$ cat src/rtl/period_meter_if.sv
// Control/result bundle of the period meter.
// slave = the meter; master = whoever requests measurements and reads periods.
interface period_meter_if #(
  parameter int unsigned CNT_W = 32
) ();
  logic             start;
  logic             busy;
  logic             valid;
  logic             timeout;
  logic [CNT_W-1:0] period;

  modport master (
    output start,
    input  busy,
    input  valid,
    input  timeout,
    input  period
  );

  modport slave (
    input  start,
    output busy,
    output valid,
    output timeout,
    output period
  );
endinterface

$ cat src/rtl/period_meter.sv
// Measures the period of a slow asynchronous signal in clk_in cycles (rise-to-rise).
// Define PERIOD_METER_CONT_EN for back-to-back measurements; default is one-shot.
module period_meter #(
  parameter int unsigned CNT_W       = 32,
  parameter int unsigned TIMEOUT_CYC = 3100000
) (
  input  logic          clk_in,
  input  logic          rst_n,
  input  logic          sig_in,
  period_meter_if.slave pm
);

  localparam logic [CNT_W-1:0] CntMax = CNT_W'(TIMEOUT_CYC);
  localparam logic [CNT_W-1:0] ArmMax = CNT_W'(TIMEOUT_CYC - 1);
  localparam logic [CNT_W-1:0] CntOne = CNT_W'(1);

  typedef enum logic [1:0] {StIdle, StArm, StMeasure} state_e;

  state_e           state_q, state_d;
  logic [CNT_W-1:0] cnt_q, cnt_d;
  logic [CNT_W-1:0] tcnt_q, tcnt_d;
  logic [CNT_W-1:0] period_q, period_d;
  logic             valid_q, valid_d;
  logic             timeout_q, timeout_d;
  logic [1:0]       sync_q;
  logic             hist_q;
  logic [1:0]       warm_q;
  logic             rise;

  // Edge detection is masked until the history flop has seen settled synchronizer output.
  assign rise = sync_q[1] & ~hist_q & (warm_q == 2'd3);

  always_ff @(posedge clk_in or negedge rst_n) begin
    if (!rst_n) begin
      state_q   <= StIdle;
      cnt_q     <= '0;
      tcnt_q    <= '0;
      period_q  <= '0;
      valid_q   <= 1'b0;
      timeout_q <= 1'b0;
      sync_q    <= 2'b00;
      hist_q    <= 1'b0;
      warm_q    <= 2'd0;
    end else begin
      state_q   <= state_d;
      cnt_q     <= cnt_d;
      tcnt_q    <= tcnt_d;
      period_q  <= period_d;
      valid_q   <= valid_d;
      timeout_q <= timeout_d;
      sync_q    <= {sync_q[0], sig_in};
      hist_q    <= sync_q[1];
      if (warm_q != 2'd3) begin
        warm_q <= warm_q + 2'd1;
      end
    end
  end

  always_comb begin
    state_d   = state_q;
    cnt_d     = cnt_q;
    tcnt_d    = tcnt_q;
    period_d  = period_q;
    valid_d   = 1'b0;
    timeout_d = 1'b0;
    unique case (state_q)
      StIdle: begin
        // A rise coinciding with start is not an opening edge.
        if (pm.start) begin
          state_d = StArm;
          tcnt_d  = '0;
        end
      end
      StArm: begin
        if (rise) begin
          state_d = StMeasure;
          cnt_d   = CntOne;
          tcnt_d  = '0;
        end else if (tcnt_q == ArmMax) begin
          state_d   = StIdle;
          timeout_d = 1'b1;
        end else begin
          tcnt_d = tcnt_q + CntOne;
        end
      end
      StMeasure: begin
        if (rise) begin
          period_d = cnt_q;
          valid_d  = 1'b1;
`ifdef PERIOD_METER_CONT_EN
          // Closing edge doubles as the opening edge of the next period.
          cnt_d    = CntOne;
`else
          state_d  = StIdle;
`endif
        end else if (cnt_q == CntMax) begin
          state_d   = StIdle;
          timeout_d = 1'b1;
        end else begin
          cnt_d = cnt_q + CntOne;
        end
      end
      default: state_d = StIdle;
    endcase
  end

  assign pm.busy    = (state_q != StIdle);
  assign pm.valid   = valid_q;
  assign pm.timeout = timeout_q;
  assign pm.period  = period_q;

endmodule

$ cat src/flat_wrapper.sv
// flat-port wrapper written by rule: the top's interface ports become plain ports
module period_meter_flat 
#(
  parameter int unsigned CNT_W       = 32,
  parameter int unsigned TIMEOUT_CYC = 3100000
)
  (clk_in, rst_n, sig_in, pm_start, pm_busy, pm_valid, pm_timeout, pm_period);
  period_meter_if #(.CNT_W(CNT_W)) pm_i ();
  input  logic clk_in;
  input  logic rst_n;
  input  logic sig_in;
  input wire logic [$bits(pm_i.start)-1:0] pm_start;
  output wire logic [$bits(pm_i.busy)-1:0] pm_busy;
  output wire logic [$bits(pm_i.valid)-1:0] pm_valid;
  output wire logic [$bits(pm_i.timeout)-1:0] pm_timeout;
  output wire logic [$bits(pm_i.period)-1:0] pm_period;
  assign pm_i.start = pm_start;
  assign pm_busy = pm_i.busy;
  assign pm_valid = pm_i.valid;
  assign pm_timeout = pm_i.timeout;
  assign pm_period = pm_i.period;
  period_meter #(.CNT_W(CNT_W), .TIMEOUT_CYC(TIMEOUT_CYC)) u_core (.clk_in(clk_in), .rst_n(rst_n), .sig_in(sig_in), .pm(pm_i));
endmodule
$ cat config.mk
export PLATFORM = sky130hd
export DESIGN_NAME = period_meter_flat
export DESIGN_NICKNAME = d
export VERILOG_FILES = /design/src/rtl/period_meter_if.sv /design/src/rtl/period_meter.sv /design/src/flat_wrapper.sv
export SDC_FILE = /design/constraint.sdc
export NUM_CORES = 1
export LEC_CHECK = 0
export BUFFER_PORTS_ARGS = -buffer_cell sky130_fd_sc_hd__clkbuf_2
export CELL_PAD_IN_SITES_DETAIL_PLACEMENT = 0
export CELL_PAD_IN_SITES_GLOBAL_PLACEMENT = 1
export CORE_MARGIN = 4
export CORE_UTILIZATION = 40
export DETAILED_ROUTE_END_ITERATION = 8
export PLACE_DENSITY = 0.68
export SLEW_MARGIN = 15
export SYNTH_ARGS = -nofsm -noshare
export SYNTH_HDL_FRONTEND = slang
export SYNTH_SLANG_ARGS = --single-unit
$ cat constraint.sdc
create_clock -name clk_in -period 2.4 [get_ports clk_in]
set_input_delay 0.48 -clock clk_in [delete_from_list [all_inputs] [get_ports clk_in]]
set_output_delay 0.48 -clock clk_in [all_outputs]
set_load 0.02 [all_outputs]
# After elaboration in Yosys (flattened, before gate mapping)
# Cells that the tools add are included.
# word_totals
elab_cells	57
reg_bits	105
output_inout_bits	35
# op_classes
n_bitwise	3
eq_ne	13
mux	21
reduce_logical	8
add_sub_neg	3
# ops
cell	count
$mux 32	6
$pmux 32 s2	2
$add 32x1->32 const B	2
$eq 32x22->1 const B	2
$mux 2	5
$ne 2x2->1 const B	4
$mux 1	6
$ne 3x1->1 const B	2
$pmux 2 s3	1
$reduce_and 3->1	2
$reduce_bool 2->1	3
$eq 2x2->1 const B	2
$reduce_and 4->1	1
$ne 3x2->1 const B	1
$add 2x1->2 const B	1
$and 1x1->1	2
$eq 2x1->1 const B	1
$logic_not 2->1	1
$ne 2x1->1 const B	1
$pmux 1 s2	1
$reduce_and 2->1	1
$not 1->1	1

# Longest topological paths before layout
# logic_depth
word_depth	5
depth_mapped	10
depth_no_buf	8

# Least setup slack after synthesis
# Ideal clock, no wire load.
# synth_timing
path_type	reg-to-reg
startpoint	register u_core.cnt_q[0]
endpoint	register u_core.cnt_q[22]
path_buffers	1
arrival_ns	1.983
period_less_slack_ns	2.093
t_required_ns	2.290
path_slack_ns	0.307
stages_incl_launch_ff	10
cell_sequence	dfrtp_1 -> inv_1 -> ha_1 -> nor4b_2 -> nand4_1 -> or4_4 -> a21oi_4 -> buf_6 -> o21ai_1 -> o41ai_1
# synth_via
elab_chain_len	4
elab_cells_between_ends	7
cone_classes	add/sub (1); eq/ne (2); mux (3); reduce/logical (1)
# synth_lines
element	line_no	text
start, declared	period_meter.sv:20	logic [CNT_W-1:0] cnt_q, cnt_d;
start signal, assigned	period_meter.sv:46	cnt_q <= cnt_d;
$add 32x1->32	period_meter.sv:100	cnt_d = cnt_q + CntOne;
$mux 32	period_meter.sv:96	end else if (cnt_q == CntMax) begin
$mux 32	period_meter.sv:87	if (rise) begin
$pmux 32 s2	period_meter.sv:66	unique case (state_q)
# Parallel ways exist; a longest one is shown, timed or not. The select of a mux whose other input is x is not followed.
# A chain may end at the register's enable or synchronous reset.

# Final worst setup path
# layout_timing
startpoint	register u_core.cnt_q[1]
endpoint	register u_core.cnt_q[23]
# The elaborated chain is that of the path after synthesis.

==> flow_metrics.env <==
export IMPL_setup_tns_final_ps=0
export IMPL_type_of_element_launching_the_critical_path="flip-flop"
export IMPL_dr_pass1_iters=5
export IMPL_placed_cells_incl_taps=829
export IMPL_drt_drc_violations_left=0
export IMPL_gpl_final_weighted_congestion=0.842
export IMPL_num_clock_sinks=105
export IMPL_worstPathArrival_ps=2460
export IMPL_detail_route_wl_per_cell_um=17.1
export IMPL_hold_worst_slack_ps=235
export IMPL_final_design_area_no_fill_sq_um=6270
export IMPL_design_final_nets=676
export IMPL_synth_async_reset_ratio=1.00
export IMPL_synth_warning_count=0
export IMPL_cp_slowest_cell="sky130_fd_sc_hd__or4_4"
export IMPL_worst_endpoint_required_ps=2640
export IMPL_synthesis_area_per_instance_sq_um=8.86
export IMPL_critical_path_top_delay_family="simple AND/OR/NAND/NOR gates"
export IMPL_clk_latency_ps=360
export IMPL_antenna_cells=0
export IMPL_p_comb_frac=0.250
export IMPL_boundaryPins=39
export IMPL_setup_slack_reg_to_reg_ps=180
export IMPL_detailed_place_area_sq_um=5960
export IMPL_worstPathCellList="inv_2 -> ha_1 -> nor4b_2 -> nand4_1 -> or4_4 -> nand2_1 -> nor3_1 -> mux2i_1"
export IMPL_cts_made_buffers=9
export IMPL_antenna_found_initial=0
export IMPL_synth_edff_count=0
export IMPL_power_switching_mw=1.52
export IMPL_clock_path_buffers=2
export IMPL_tritoncts="done"
export IMPL_dieWidth_um=124
export IMPL_worst_supply_voltage_drop_on_vdd_mv=0.304
export IMPL_htreeDepth=3
export IMPL_net_switching_fraction_of_the_power=0.333
export IMPL_period_share=0.926
export IMPL_initial_core_util=0.407
export IMPL_critPathBufInv=1
export IMPL_pwr_share_seq=0.417
export IMPL_yosysTopAreaCellShare=0.490
export IMPL_dpl_hpwl_um=10300
export IMPL_timing_worst_slew_pin_value_ps=573
export IMPL_critical_path_endpoint_type="flip-flop"
export IMPL_dr_vias=4747
export IMPL_power_per_cell_area_nw_per_um2=729
export IMPL_status="complete, no violations"
export IMPL_drt_iter0_drc=358
export IMPL_cts_root_buffer="sky130_fd_sc_hd__clkbuf_16"
export IMPL_layout_cells_non_filler=846
export IMPL_synth_area_leaders="sky130_fd_sc_hd__dfrtp_1 49%, sky130_fd_sc_hd__nand2_1 9.2%, sky130_fd_sc_hd__o21ai_0 4.2%"
export IMPL_synth_net_count=616
export IMPL_grt_start_max_net_pins=46
export IMPL_post_route_cells_drive_above_1_share=0.164
export IMPL_setup_viol=0
export IMPL_height_of_the_die_um=124
export IMPL_dominantRegCellSynth="sky130_fd_sc_hd__dfrtp_1"
export IMPL_leakage_component_of_the_power_nw=2.83
export IMPL_worst_setup_path_class="reg -> reg"
export IMPL_finalWorstPathRequiredPeriod_ps=2220
export IMPL_register_bit_count_reported_by_yosys=105
export IMPL_timing_max_slew_rel_slack=0.618
export IMPL_synth_largest_area_cell="sky130_fd_sc_hd__dfrtp_1"
export IMPL_first_global_vias=4555
export IMPL_maxSlewViolCount=0
export IMPL_cts_repair_timing_setup_buffer_count=0
export IMPL_grtUsageTotal=0.200
export IMPL_grt_setup_unrepaired="false"
export IMPL_clock_power_share=0.333
export IMPL_die_area_sq_um=15300
export IMPL_fp_coreArea_sq_um=13200
export IMPL_routed_wirelength_um=14500
export IMPL_timing_hold_worst_class="in -> reg"
export IMPL_internal_power_mw=3.05
export IMPL_syn_area_sq_um=5360
export IMPL_grt_overflow_total=0
export IMPL_worst_clock_skew_ps=9.01
export IMPL_post_synth_inst_count=605
export IMPL_finalHoldViolCount=0
export IMPL_placementRows=42
export IMPL_ys_seq_area_frac=0.490
export IMPL_final_cell_mix="131 x sky130_fd_sc_hd__nand2_1, 104 x sky130_fd_sc_hd__dfrtp_1, 45 x sky130_fd_sc_hd__o21ai_0, 39 x sky130_fd_sc_hd__buf_4, 37 x sky130_fd_sc_hd__clkbuf_2"
export IMPL_critPathMaxStageDelay_ps=540
export IMPL_critical_path_peak_fanout=7
export IMPL_layout_area_overhead_vs_synth_pct=17.0
export IMPL_grt_pass1_wl_um=23900
export IMPL_count_of_input_and_output_buffers=38
export IMPL_final_core_utilization=0.476
export IMPL_synth_cell_types=52
export IMPL_fmax_mhz=450
export IMPL_layout_cells_most_common="sky130_fd_sc_hd__nand2_1"
export IMPL_cts_reportedPaths_clkPinSlew_ps=70
export IMPL_timing_max_cap_violations=0
export IMPL_drt_antenna_violating_nets=0
export IMPL_routed_via_density=5.61
-- per-layer routing --
metal | track usage | up-vias | routed length (um)
met2 | 0.335 | 107 | 7120
li1 | - | 2285 | -
met1 | 0.262 | 2334 | 6510
met5 | 0 | - | 0
met3 | 0.0341 | 21 | 574
met4 | 0.0720 | 0 | 254
-- registers in the layout (all words and copies together), names as in the netlist --
register and count:
u_core.hist_q 1, u_core.pm.period 32, u_core.state_q 2, u_core.sync_q 2, u_core.cnt_q 32, u_core.tcnt_q 32, u_core.warm_q 2, u_core.pm.timeout 1
u_core.pm.valid 1
-- what timing repair did --
| action | CTS | global route |
|---|---|---|
| hold buffers | 1 | 0 |
| hold endpoints to repair | 8 | 0 |
| setup endpoints to repair | 0 | 18 |
| gates resized for setup | 0 | 4 |
-- cell usage after synthesis (11+ instances only) --
cell / instances
sky130_fd_sc_hd__a21oi_1: 26
sky130_fd_sc_hd__nand3_1: 29
sky130_fd_sc_hd__o31ai_1: 14
sky130_fd_sc_hd__xnor2_1: 11
sky130_fd_sc_hd__nor3_1: 20
sky130_fd_sc_hd__nand2_1: 131
sky130_fd_sc_hd__or3_1: 12
sky130_fd_sc_hd__nor2_1: 36
sky130_fd_sc_hd__clkbuf_1: 16
sky130_fd_sc_hd__dfrtp_1: 105
sky130_fd_sc_hd__nor4_1: 19
sky130_fd_sc_hd__o21ai_1: 14
sky130_fd_sc_hd__nand4_1: 21
sky130_fd_sc_hd__o21ai_0: 45
-- logic make-up after synthesis --
| logic type | after synthesis | synth area share |
|---|---|---|
| fa+ha+maj | 7 | 0.0163 |
| buf+inv | 42 | 0.0364 |
| flops | 105 | 0.490 |
| mux | 5 | 0.00957 |
| simple gates | 309 | 0.289 |
| compound gates | 123 | 0.136 |
| xor+xnor | 14 | 0.0229 |
-- power by group through the flow --
| stage | clock, mW | combinational, mW | sequential [mW] |
|---|---|---|---|
| 2_1_floorplan | 0 | 0.680 | 1.95 |
| 3_5_place_dp | 0 | 1.14 | 1.94 |
| 5_1_grt | 1.64 | 1.27 | 1.92 |
| 4_1_cts | 1.58 | 1.15 | 1.91 |
| 3_3_place_gp | 0 | 1.14 | 1.93 |
| 6_report | 1.52 | 1.14 | 1.91 |
-- final timing paths --
| path | from | endpoint | cells past startpoint |
|---|---|---|---|
| max in group asynchronous | rst_n | u_core.tcnt_q[24] | 3 |
| worst max-delay path | u_core.cnt_q[1] | u_core.cnt_q[23] | 8 |
| worst min-delay path | sig_in | u_core.sync_q[0] | 1 |
| min in group asynchronous | rst_n | u_core.pm.period[29] | 2 |
| worst min register to register | u_core.sync_q[0] | u_core.sync_q[1] | 0 |
| worst max register to register | u_core.cnt_q[1] | u_core.cnt_q[23] | 8 |
-- through the flow --
stage               total power [mW]  setup WS [ps]
finish                          4.57            177
global route                    4.84           5.93
CTS                             4.64           62.0
detailed placement              3.08           96.0
global placement                3.07            164
floorplan                       2.63            307
-- final cells by class --
class	count	area (sq um)
clock buffer	9	225
clock inverter	7	78.8
fill	1318	6920
inverter	12	45.0
multi-input combinational	458	2550
sequential	105	2630
tap	176	220
timing repair buffer	79	528
(Power assumes the default switching activity.)
